### src/rtl/dspl_pkg.sv
// dspl_pkg: shared types and sizes for the display arbiter.
package dspl_pkg;
    localparam int NREQ = 4;
    localparam int IDW  = 2;
    typedef enum logic {IDLE, SHOW} arb_state_t;
    typedef logic [15:0] dword_t;
endpackage

### src/rtl/rr_pick.sv
// rr_pick: combinational round-robin pick scanning from last+1 upward, modulo NREQ.
module rr_pick
    import dspl_pkg::*;
(
    input  logic [NREQ-1:0] req,
    input  logic [IDW-1:0]  last,
    output logic [IDW-1:0]  grant_idx,
    output logic            any
);
    always_comb begin
        grant_idx = last;
        any       = |req;
        // Descending scan so the nearest requester after last wins; offset NREQ is last itself.
        for (int k = NREQ; k >= 1; k--) begin
            if (req[IDW'(32'(last) + k)]) grant_idx = IDW'(32'(last) + k);
        end
    end
endmodule

### src/rtl/dspl_arbiter.sv
// dspl_arbiter: round-robin owner of the display path with a minimum hold time per grant.
module dspl_arbiter
    import dspl_pkg::*;
#(
    parameter int HOLD = 100_000_000
) (
    input  logic                 clock,
    input  logic                 reset,
    input  logic [NREQ-1:0]      req,
    input  logic [NREQ*16-1:0]   req_data,
    output logic [NREQ-1:0]      ack,
    output dword_t               data_2,
    output logic [IDW-1:0]       module_sig,
    output logic                 busy
);
    localparam int            CW   = HOLD > 1 ? $clog2(HOLD) : 1;
    localparam logic [CW-1:0] LOAD = CW'(HOLD - 1);
    arb_state_t      state_q, state_d;
    logic [CW-1:0]   cnt_q, cnt_d;
    logic [IDW-1:0]  last_q, last_d, own_q, own_d, win;
    dword_t          data_q, data_d;
    logic [NREQ-1:0] ack_q, ack_d;
    logic            any, grant;
    rr_pick u_pick (
        .req      (req),
        .last     (last_q),
        .grant_idx(win),
        .any      (any)
    );
    // A grant happens from IDLE or at expiry; refresh only applies while the timer still runs.
    assign grant = (state_q == IDLE || cnt_q == '0) && any;
    always_comb begin
        state_d = state_q;
        cnt_d   = cnt_q;
        last_d  = last_q;
        own_d   = own_q;
        data_d  = data_q;
        ack_d   = '0;
        if (grant) begin
            state_d = SHOW;
            cnt_d   = LOAD;
            last_d  = win;
            own_d   = win;
            data_d  = req_data[{win, 4'b0} +: 16];
            ack_d   = NREQ'(1) << win;
        end else if (state_q == SHOW && cnt_q == '0) begin
            state_d = IDLE;
        end else if (state_q == SHOW) begin
            cnt_d = cnt_q - 1'b1;
            if (req[own_q]) begin
                data_d = req_data[{own_q, 4'b0} +: 16];
                ack_d  = NREQ'(1) << own_q;
            end
        end
    end
    always_ff @(posedge clock) begin
        if (reset) begin
            state_q <= IDLE;
            cnt_q   <= '0;
            last_q  <= IDW'(NREQ - 1);
            own_q   <= '0;
            data_q  <= '0;
            ack_q   <= '0;
        end else begin
            state_q <= state_d;
            cnt_q   <= cnt_d;
            last_q  <= last_d;
            own_q   <= own_d;
            data_q  <= data_d;
            ack_q   <= ack_d;
        end
    end
    assign ack        = ack_q;
    assign data_2     = data_q;
    assign module_sig = own_q;
    assign busy       = state_q == SHOW;
endmodule

### config.mk
export PLATFORM = sky130hd
export DESIGN_NAME = dspl_arbiter
export DESIGN_NICKNAME = d
export VERILOG_FILES = /design/src/rtl/dspl_pkg.sv /design/src/rtl/rr_pick.sv /design/src/rtl/dspl_arbiter.sv
export SDC_FILE = /design/constraint.sdc
export NUM_CORES = 1
export LEC_CHECK = 0
export ABC_CLOCK_PERIOD_IN_PS = 2700
export CAP_MARGIN = 30
export CORE_MARGIN = 4
export CORE_UTILIZATION = 47
export CTS_CLUSTER_SIZE = 25
export DETAILED_ROUTE_END_ITERATION = 8
export PLACE_DENSITY_LB_ADDON = 0.3
export SLEW_MARGIN = 20
export SYNTH_ARGS = -nofsm -noshare
export SYNTH_HDL_FRONTEND = slang
export SYNTH_SLANG_ARGS = --single-unit
### constraint.sdc
create_clock -name clock -period 2.7 [get_ports clock]
set_input_delay 0.675 -clock clock [delete_from_list [all_inputs] [get_ports clock]]
set_output_delay 0.675 -clock clock [all_outputs]
set_load 0.02 [all_outputs]
==> impl_metrics.json <==
{
  "r2r_end": "cnt_q[22]",
  "post_synth_main_area_contributors": "sky130_fd_sc_hd__dfxtp_1 (35%), sky130_fd_sc_hd__mux2i_1 (11%), sky130_fd_sc_hd__o221ai_2 (5.1%)",
  "cts.sink_count": 52,
  "synth_largest_type_area_fraction_pct": 35.4,
  "place_congestion": 0.995,
  "cts_post_setup_buffers_inserted": 0,
  "grt_remaining_overflow": 0,
  "timing.critical_path.max_delay_family": "simple AND/OR/NAND/NOR gates",
  "synth.ff_latch_count": 52,
  "drt_iter0_markers": 120,
  "post_synthesis_instance_area_um2": 2940,
  "num_antenna_cells": 0,
  "count_of_buffering_cells_on_the_critical_path_with_inverters_included": 2,
  "area.growth.synth_to_final_pct": 44.3,
  "total_routed_length_um": 8450,
  "static-leakage-power_nw": 1.66,
  "finalHoldViolCount": 0,
  "syn_area_per_cell_um2": 9.81,
  "postRouteAntennaNets": 0,
  "reg2reg_setup_slack_ns": 0.09,
  "critPathArrivalTime_ns": 2.82,
  "tightestPinTransition_ns": 0.572,
  "drt_pre_antenna_iters": 4,
  "finalCritPeriodShare_pct": 96.5,
  "drive_above_1_share_pct": 16.5,
  "worst-setup-path-type": "flop to flop",
  "critPathRequiredTime_ns": 2.92,
  "first_pass_grt_wire_length_um": 13500,
  "max-vdd-ir-drop_mv": 0.301,
  "whs_path_depth": 1,
  "async_flop_share_pct": 0,
  "synthesis.yosys.warnings": 0,
  "cpMaxStageDelayCell": "sky130_fd_sc_hd__or4_4",
  "timing.rr.start": "cnt_q[6]",
  "setup.worst_path.start_class": "flop",
  "clock_path_buffers": 2,
  "num_io_pins": 93,
  "detail_route.wl_per_cell_um": 17.4,
  "synth_enable_flop_cells": 0,
  "layoutNonFillerInstCount": 487,
  "drc_errors": 0,
  "placementRows": 28,
  "cts.repair.resized": 0,
  "clkLatencyLatePin_ns": 0.31,
  "port_buffers": 92,
  "routed_via_density": 5.91,
  "drv_slew": 0,
  "cts_inserted_buffers": 5,
  "multi_input_area_um2": 1780,
  "setup-violations-final": 0,
  "cts_root_buffer": "sky130_fd_sc_hd__clkbuf_8",
  "endpoint_kind": "flop",
  "start_util_pct": 49.1,
  "track_usage_pct": 21.9,
  "cts_hold_buf": 0,
  "fillers": 453,
  "run_status": "completed",
  "f_max_mhz": 384,
  "post_synth_inst_count": 300,
  "min_delay_worst_endpoint": "cnt_q[18]",
  "cp_max_fo": 13,
  "timing.critical_path.cells": "or4_4 > or3_4 > o21a_2 > buf_4 > nor2_4 > buf_12 > a211oi_1 > a311oi_1",
  "ys_seq_area_share_pct": 35.4,
  "unrepaired_setup_endpoints_after_global_routing": "no",
  "routed-via-count": 2877,
  "area.sequential_um2": 1040,
  "die_area_um2": 7590,
  "final_net_count": 483,
  "synth_nets": 372,
  "design.core.area_um2": 5990,
  "cts_tree": "built",
  "grt_pass1_vias": 2741,
  "timing.clock.skew_ns": 0.00740,
  "power_density_nw_per_um2": 485,
  "cap_violations": 0,
  "final_period_demand_of_the_worst_path_ns": 2.61,
  "max-slew-margin-rel_pct": 61.5,
  "fin_tns_setup_ns": 0,
  "clk_transition_reported_paths_ns": 0.10,
  "yosys.area.top_type": "sky130_fd_sc_hd__dfxtp_1",
  "synth_top_flop_cell": "sky130_fd_sc_hd__dfxtp_1",
  "slowest_delay_ns": 0.57,
  "die_height_um": 87.1,
  "netlist_top_cells_count": "sky130_fd_sc_hd__dfxtp_1 (52), sky130_fd_sc_hd__mux2i_1 (33), sky130_fd_sc_hd__nor2_1 (23)",
  "chipWidth_um": 87.1,
  "antenna_violations_before_repair": 0,
  "distinct_cells_synth": 52,
  "p_total_mw": 2.06,
  "cts_htree_levels": 2,
  "grt_max_degree": 26,
  "post-place-cells": 479,
  "dpl.hpwl_um": 6370,
  "min-delay-path-class": "flop to flop",
  "hold_path.startpoint": "cnt_q[18]",
  "most_common_cell_in_the_synthesized_netlist": "sky130_fd_sc_hd__dfxtp_1",
  "ff2ff_path_depth": 8
}
[how the worst max path moves through the flow]
stage / slack, ns / end / from / cells past startpoint
finish: 0.09 / cnt_q[22] / cnt_q[6] / 8
detailed placement: -0.13 / data_2[4] / req[1] / 9
global route: 0.007 / cnt_q[22] / cnt_q[6] / 8
CTS: 0.05 / cnt_q[22] / cnt_q[6] / 8
global placement: 0.0007 / data_2[7] / req[1] / 9
floorplan: 0.29 / data_2[10] / cnt_q[15] / 8
[cells by family after synthesis]
kind of cell | share of synthesized area, %
simple gates | 24.5
compound gates | 18.9
mux | 13.5
buf+inv | 4.51
fa+ha+maj | 0.850
xor+xnor | 2.38
flops | 35.4
[where the power goes]
part | leakage [nW] | switching [mW] | internal [mW]
registers | 0.431 | 0.0579 | 0.837
clock network | 0.0516 | 0.269 | 0.210
logic | 1.18 | 0.315 | 0.372
[state kept, by name, indices dropped and copies added (netlist names)]
name and flops:
ack 4, busy 1, cnt_q 27, data_2 16, last_q 2, module_sig 2
[metrics by stage]
step	setup slack (ns)	hold WS (ns)	instance area (um2)	utilization [%]
2_1_floorplan	0.289	0.435	2940	-
3_3_place_gp	0.000712	0.454	4140	69.2
3_5_place_dp	-0.129	0.472	4140	69.2
4_1_cts	0.0541	0.488	4240	70.8
5_1_grt	0.00739	0.505	4250	70.9
6_report	0.0937	0.485	4250	70.9
[layer usage]
metal | global-route usage (%) | vias up | wire [um]
met1 | 26.9 | 1370 | 3550
li1 | - | 1388 | -
met2 | 37.8 | 99 | 4180
met4 | 7.53 | 0 | 200
met5 | 0 | - | 0
met3 | 4.92 | 20 | 518
[placed cells by master, fill, tap and decap left out, types with 6 or more instances in the layout]
cell / n
sky130_fd_sc_hd__nor2_1: 23
sky130_fd_sc_hd__buf_12: 6
sky130_fd_sc_hd__a21oi_1: 10
sky130_fd_sc_hd__o221ai_2: 10
sky130_fd_sc_hd__nand2_1: 6
sky130_fd_sc_hd__a311oi_1: 6
sky130_fd_sc_hd__o221ai_1: 6
sky130_fd_sc_hd__nor4_1: 9
sky130_fd_sc_hd__dfxtp_1: 52
sky130_fd_sc_hd__a211oi_1: 15
sky130_fd_sc_hd__clkdlybuf4s50_1: 92
sky130_fd_sc_hd__clkbuf_8: 6
sky130_fd_sc_hd__nand3b_1: 16
sky130_fd_sc_hd__buf_4: 25
sky130_fd_sc_hd__nor3_1: 21
sky130_fd_sc_hd__o21ai_0: 6
sky130_fd_sc_hd__mux2i_1: 33
[cell type report]
cell class              instances  share of cell area, %
clock buffers                   6                   1.94
clock inverters                 2                  0.324
inverters                       3                  0.265
multi-input cells             226                   41.8
flip-flops and latches         52                   24.5
well taps                      75                   2.21
repair buffers                123                   28.9
[worst register-to-register path, delay by kind of cell (launching register included)]
kind / cells / cell delay (ns)
AOI/OAI and AO/OA: 3 / 0.63
DFF: 1 / 0.37
buffers and inverters: 2 / 0.36
and+or+nand+nor: 3 / 1.15
Power figures use the tool's default switching activity.
